**src/rtl/cpu_pkg.sv**
```systemverilog
// Shared types and constants for the LEGv8 pipeline front end.
package cpu_pkg;

   typedef enum logic [1:0] {S_IDLE, S_FETCH, S_HOLD, S_DROP} fetch_state_t;

   localparam int unsigned INSTR_W = 32;
   localparam int unsigned PC_INC  = 4;
   localparam int unsigned OPC_MSB = 31;
   localparam int unsigned OPC_LSB = 21;
   localparam int unsigned OPC_W   = OPC_MSB - OPC_LSB + 1;

   // Opcode field as seen by the main decoder.
   function automatic logic [OPC_W-1:0] opcode_of(input logic [INSTR_W-1:0] instr);
      return instr[OPC_MSB:OPC_LSB];
   endfunction

endpackage

```
**src/rtl/if_id_reg.sv**
```systemverilog
// IF/ID pipeline register: load, hold on stall, flush on redirect, drain when consumed.
module if_id_reg
   import cpu_pkg::*;
#(
   parameter int unsigned N = 64
) (
   input  logic               clk,
   input  logic               reset,
   input  logic               load_i,
   input  logic               flush_i,
   input  logic               stall_i,
   input  logic [INSTR_W-1:0] instr_i,
   input  logic [N-1:0]       pc_i,
   output logic [INSTR_W-1:0] instr_o,
   output logic [N-1:0]       pc_o,
   output logic               valid_o
);

   logic [INSTR_W-1:0] instr_q;
   logic [N-1:0]       pc_q;
   logic               valid_q;

   // Flush wins over load; an unstalled live entry is consumed by decode.
   always_ff @(posedge clk) begin
      if (reset) begin
         instr_q <= '0;
         pc_q    <= '0;
         valid_q <= 1'b0;
      end else if (flush_i) begin
         valid_q <= 1'b0;
      end else if (load_i) begin
         instr_q <= instr_i;
         pc_q    <= pc_i;
         valid_q <= 1'b1;
      end else if (valid_q && !stall_i) begin
         valid_q <= 1'b0;
      end
   end

   assign instr_o = instr_q;
   assign pc_o    = pc_q;
   assign valid_o = valid_q;

endmodule

```
**src/rtl/fetch_stage.sv**
```systemverilog
// LEGv8 instruction-fetch stage: PC, imem request/ready handshake, IF/ID register.
// Optional FETCH_PERF_EN adds saturating fetch/stall performance counters.
module fetch_stage
   import cpu_pkg::*;
#(
   parameter int unsigned N        = 64,
   parameter logic [N-1:0] RESET_PC = '0
) (
   input  logic               clk,
   input  logic               reset,
   output logic               imem_req,
   output logic [N-1:0]       imem_addr,
   input  logic               imem_ready,
   input  logic [INSTR_W-1:0] imem_rdata,
   input  logic               stall_d,
   input  logic               branch_taken,
   input  logic [N-1:0]       branch_target,
   output logic [INSTR_W-1:0] instr_d,
   output logic [N-1:0]       pc_d,
   output logic               valid_d
`ifdef FETCH_PERF_EN
   ,
   output logic [31:0]        perf_fetched,
   output logic [31:0]        perf_stall
`endif
);

   fetch_state_t state_q;
   logic         req_q;
   logic [N-1:0] pc_q;
   logic [N-1:0] tgt_q;

   logic         slot_free;
   logic         capture;
   logic [N-1:0] tgt_aligned;
   logic [N-1:0] pc_inc;

   assign slot_free   = !valid_d || !stall_d;
   assign capture     = (state_q == S_FETCH) && imem_ready && slot_free && !branch_taken;
   assign tgt_aligned = branch_target & ~N'(3);
   assign pc_inc      = pc_q + N'(PC_INC);

   // A redirect during an outstanding request keeps the old address on the
   // bus (S_DROP) and parks the target in tgt_q until the stale word returns.
   always_ff @(posedge clk) begin
      if (reset) begin
         state_q <= S_IDLE;
         req_q   <= 1'b0;
         pc_q    <= RESET_PC;
         tgt_q   <= '0;
      end else begin
         unique case (state_q)
            S_IDLE: begin
               state_q <= S_FETCH;
               req_q   <= 1'b1;
               if (branch_taken) pc_q <= tgt_aligned;
            end
            S_FETCH: begin
               if (branch_taken) begin
                  if (imem_ready) begin
                     pc_q <= tgt_aligned;
                  end else begin
                     state_q <= S_DROP;
                     tgt_q   <= tgt_aligned;
                  end
               end else if (imem_ready && slot_free) begin
                  pc_q <= pc_inc;
               end else if (valid_d && stall_d) begin
                  state_q <= S_HOLD;
                  req_q   <= 1'b0;
               end
            end
            S_HOLD: begin
               if (branch_taken) begin
                  pc_q    <= tgt_aligned;
                  state_q <= S_FETCH;
                  req_q   <= 1'b1;
               end else if (!stall_d) begin
                  state_q <= S_FETCH;
                  req_q   <= 1'b1;
               end
            end
            S_DROP: begin
               if (branch_taken) tgt_q <= tgt_aligned;
               if (imem_ready) begin
                  pc_q    <= branch_taken ? tgt_aligned : tgt_q;
                  state_q <= S_FETCH;
               end
            end
            default: begin
               state_q <= S_IDLE;
               req_q   <= 1'b0;
            end
         endcase
      end
   end

   assign imem_req  = req_q;
   assign imem_addr = pc_q;

   if_id_reg #(.N(N)) u_if_id (
      .clk     (clk),
      .reset   (reset),
      .load_i  (capture),
      .flush_i (branch_taken),
      .stall_i (stall_d),
      .instr_i (imem_rdata),
      .pc_i    (pc_q),
      .instr_o (instr_d),
      .pc_o    (pc_d),
      .valid_o (valid_d)
   );

`ifdef FETCH_PERF_EN
   localparam int unsigned PERF_W = 32;

   logic [PERF_W-1:0] perf_fetched_q;
   logic [PERF_W-1:0] perf_stall_q;

   // Saturating counters: captures and stalled-live cycles.
   always_ff @(posedge clk) begin
      if (reset) begin
         perf_fetched_q <= '0;
         perf_stall_q   <= '0;
      end else begin
         if (capture && (perf_fetched_q != '1))
            perf_fetched_q <= perf_fetched_q + PERF_W'(1);
         if (valid_d && stall_d && (perf_stall_q != '1))
            perf_stall_q <= perf_stall_q + PERF_W'(1);
      end
   end

   assign perf_fetched = perf_fetched_q;
   assign perf_stall   = perf_stall_q;
`endif

endmodule

```
**config.mk**
```make
export PLATFORM = sky130hd
export DESIGN_NAME = fetch_stage
export DESIGN_NICKNAME = d
export VERILOG_FILES = /design/src/rtl/cpu_pkg.sv /design/src/rtl/if_id_reg.sv /design/src/rtl/fetch_stage.sv
export SDC_FILE = /design/constraint.sdc
export NUM_CORES = 1
export LEC_CHECK = 0
export ABC_AREA = 1
export CORE_ASPECT_RATIO = 0.8
export CORE_MARGIN = 2
export CORE_UTILIZATION = 45
export DETAILED_ROUTE_END_ITERATION = 8
export GPL_TIMING_DRIVEN = 0
export PLACE_DENSITY = 0.76
export SYNTH_ARGS = -nofsm -noshare
export SYNTH_HDL_FRONTEND = slang
export SYNTH_SLANG_ARGS = --single-unit
```
**constraint.sdc**
```tcl
create_clock -name clk -period 3.4 [get_ports clk]
set_input_delay 0.34 -clock clk [delete_from_list [all_inputs] [get_ports clk]]
set_output_delay 0.34 -clock clk [all_outputs]
set_load 0.02 [all_outputs]
```
==> impl_metrics.tcl, run 1 <==
set metrics [dict create \
    status "complete, no violations" \
    cap_violations 0 \
    slowest_stage "a211oi_1" \
    synth_ff_type "dfxtp_1" \
    hpwl_mm 37.69 \
    hold_ws_ns 0.1480 \
    grt-ovfl-total 0 \
    slew_viol_final 0 \
    final_util 0.6058 \
    antenna_left 0 \
    routed_wl_mm 47.96 \
    grt_pass1_vias 12290 \
    post-place-cells 2483 \
    remaining_drc_errors 0 \
    drive_gt1_frac 0.07008 \
    critical_path_class "flip-flop to flip-flop" \
    num_antenna_cells 0 \
    cts-buffers-inserted 26 \
    die_area_mm2 0.02826 \
    postCtsSetupBuffers 0 \
    critical_path.max_stage_delay_ns 0.68 \
    cts_buffer_depth 3 \
    ys_types 36 \
    io_pins 263 \
    rsz0062_at_grt "false" \
    worst-path-buf-inv 3 \
    end_kind "flip-flop" \
    setup_violations 0 \
    synth_warnings 0 \
    finalSetupTns_ns 0 \
    cts_resized 0 \
    min_path_type "primary input to flip-flop" \
    cp.required_ns 3.80 \
    fill_cells 2549 \
    synth-edff-count 0 \
    powerDensity_mw_per_mm2 550.7 \
    cts_hold_buf 0 \
    clockRootBuffer "clkbuf_16" \
    syn-instance-count 1867 \
    viasPerCell 5.521 \
    num_rows 53 \
    vias 13950 \
    cts_sinks 228 \
    gp_congestion 0.9791 \
    die_h_um 150.8 \
    crit_chain "nand2_2 -> inv_2 -> o21ai_2 -> nand2_2 -> inv_2 -> clkbuf_1 -> a211oi_1 -> a21oi_1" \
    start_kind "flip-flop" \
    initial_utilization 0.4590 \
    fin_crit_sh 0.7166 \
    period_needed_ns 2.436 \
    area_delta_synth_final_pct 31.99 \
    ir_worst_vdd_mv 0.4072 \
    cts.clk_slew.worst_paths_ns 0.06 \
    fp.coreArea_mm2 0.02639 \
    finalNetCount 2256 \
    clkLatencyLatePin_ns 0.54 \
    cts_tree "built" \
    p_leak_nw 6.289 \
    path_delay_family "compound AO/OA/AOI/OAI gates" \
    fmax_ghz 0.4104 \
    final_hold_viol_count 0 \
    antenna_found_initial 1 \
    io_buffers 259 \
    grt_max_degree 14 \
    first_pass_iters 6 \
    die_x_um 187.4 \
    critPathMaxFanout 10 \
    async_flop_share 0 \
    grt_pass1_wl_mm 71.44 \
    slew_headroom 0.4839 \
    cp.arrival_ns 2.83 \
    ys_ff_latch 228 \
    wl_per_cell_um 18.99 \
    tightest_slew_ns 0.7695 \
    syn-num-nets 1969 \
    drt_iter0_drc 1628 \
    instances_no_fill 2526 \
    syn_avg_cell_area_um2 6.489 \
    report.power.total_w 0.008805 \
    clock_skew_ns 0.01902 \
    h-tree-depth 1 \
    seq_area_frac_synth 0.3768 \
    r2r_slack_ns 0.96 \
    synth_area_mm2 0.01211 \
    grt.total_usage 0.3291 \
]
[path summary, 6_finish.rpt]
kind | start | to | cells past startpoint
worst min register to register | tgt_q[0] | tgt_q[0] | 2
worst min-delay path | reset | imem_req | 2
worst max register to register | state_q[1] | imem_addr[42] | 8
worst max-delay path | state_q[1] | imem_addr[42] | 8
[placed cells by master (no fill, tap or decap), drive strengths merged]
cell type,netlist,routed
a211oi,45,45
a21oi,249,249
a31oi,4,4
a41oi,1,1
and2,1,1
buf,63,63
bufinv,0,2
clkbuf,46,81
clkdlybuf4s50,0,259
clkinv,1,7
dfxtp,228,228
ha,1,1
inv,168,168
nand2,470,470
nand3,58,58
nand4,20,20
nor2,234,234
nor3,1,1
o211ai,4,4
o21ai,248,248
o21bai,3,3
o221ai,2,2
o22ai,7,7
o31ai,1,1
xnor2,1,1
xor2,11,11
[report_power, final]
group | internal (W) | leakage, nW | switching (W)
clock network | 0.00167 | 0.418 | 0.00112
logic | 0.000991 | 4.01 | 0.00165
registers | 0.00299 | 1.86 | 0.000380
[metrics by stage]
step	worst slack (ns)	area, um^2
CTS	1.082	15990
global route	0.9777	15990
global placement	0.6856	15150
detailed placement	0.6824	15150
floorplan	1.639	12110
finish	0.9635	15990
[logic make-up (layout without fill, tap and decap cells)]
family | count (synthesis) | after routing | synth area share
DFF | 228 | 228 | 0.3768
xor gates and xnor gates | 12 | 12 | 0.008676
adders and majority gates | 1 | 1 | 0.001033
and+or+nand+nor | 784 | 784 | 0.2631
AOI/OAI and AO/OA | 564 | 564 | 0.2558
buffers and inverters | 278 | 580 | 0.09461
[state kept, by name, summed over array words and instances, names as in the netlist]
name,count
imem_addr,64
tgt_q,64
u_if_id.pc_o,64
u_if_id.instr_o,32
state_q,2
imem_req,1
u_if_id.valid_o,1
[area by class of cell]
cell class | instances | area (um^2) | area share
repair buffers | 259 | 2592 | 0.1621
clock inverters | 8 | 90.09 | 0.005634
plain buffers | 109 | 510.5 | 0.03193
clock buffers | 35 | 745.7 | 0.04664
well taps | 357 | 446.7 | 0.02794
multi-input cells | 1361 | 6404 | 0.4005
flip-flops and latches | 228 | 4564 | 0.2855
inverters | 169 | 635.6 | 0.03975
[synth_stat cells (all sizes together), types with 2 or more instances]
| cell type | instances | area [um^2] |
|---|---|---|
| a21oi | 249 | 1246 |
| nor2 | 234 | 960.9 |
| dfxtp | 228 | 4564 |
| o221ai | 2 | 17.52 |
| xor2 | 11 | 96.34 |
| clkbuf | 46 | 172.7 |
| o21bai | 3 | 22.52 |
| o22ai | 7 | 43.79 |
| buf | 63 | 337.8 |
| a31oi | 4 | 25.02 |
| o21ai | 248 | 1245 |
| nand2 | 470 | 1794 |
| a211oi | 45 | 452.9 |
| nand4 | 20 | 125.1 |
| o211ai | 4 | 30.03 |
| nand3 | 58 | 295.3 |
| inv | 168 | 630.6 |
[per-layer routing]
layer	part of all wire	wire length [um]	up-vias	track usage
met1	0.43	20780	6404	0.4626
met5	0	0	-	0
met4	0.017	837	0	0.06417
met2	0.43	20410	771	0.5147
met3	0.12	5930	57	0.08182
li1	-	-	6714	-
Power figures use the tool's default switching activity.
==> inputs of run 2 (changes only) <==
clock period = 2.5 ns   (was 3.4 ns; I/O delays follow)
==> results of run 2 <==
The final DEF is identical to that of run 1. Status: complete, no violations.
Among the figures that moved: setup slack after placement 0.6824 ns -> -0.1276 ns; setup slack after layout 0.9635 ns -> 0.06351 ns; hold slack 0.1480 ns -> 0.05796 ns; register-to-register setup slack 0.96 ns -> 0.06 ns; total power 0.008805 W -> 0.01197 W; worst IR drop on VDD 0.4072 mV -> 0.5538 mV
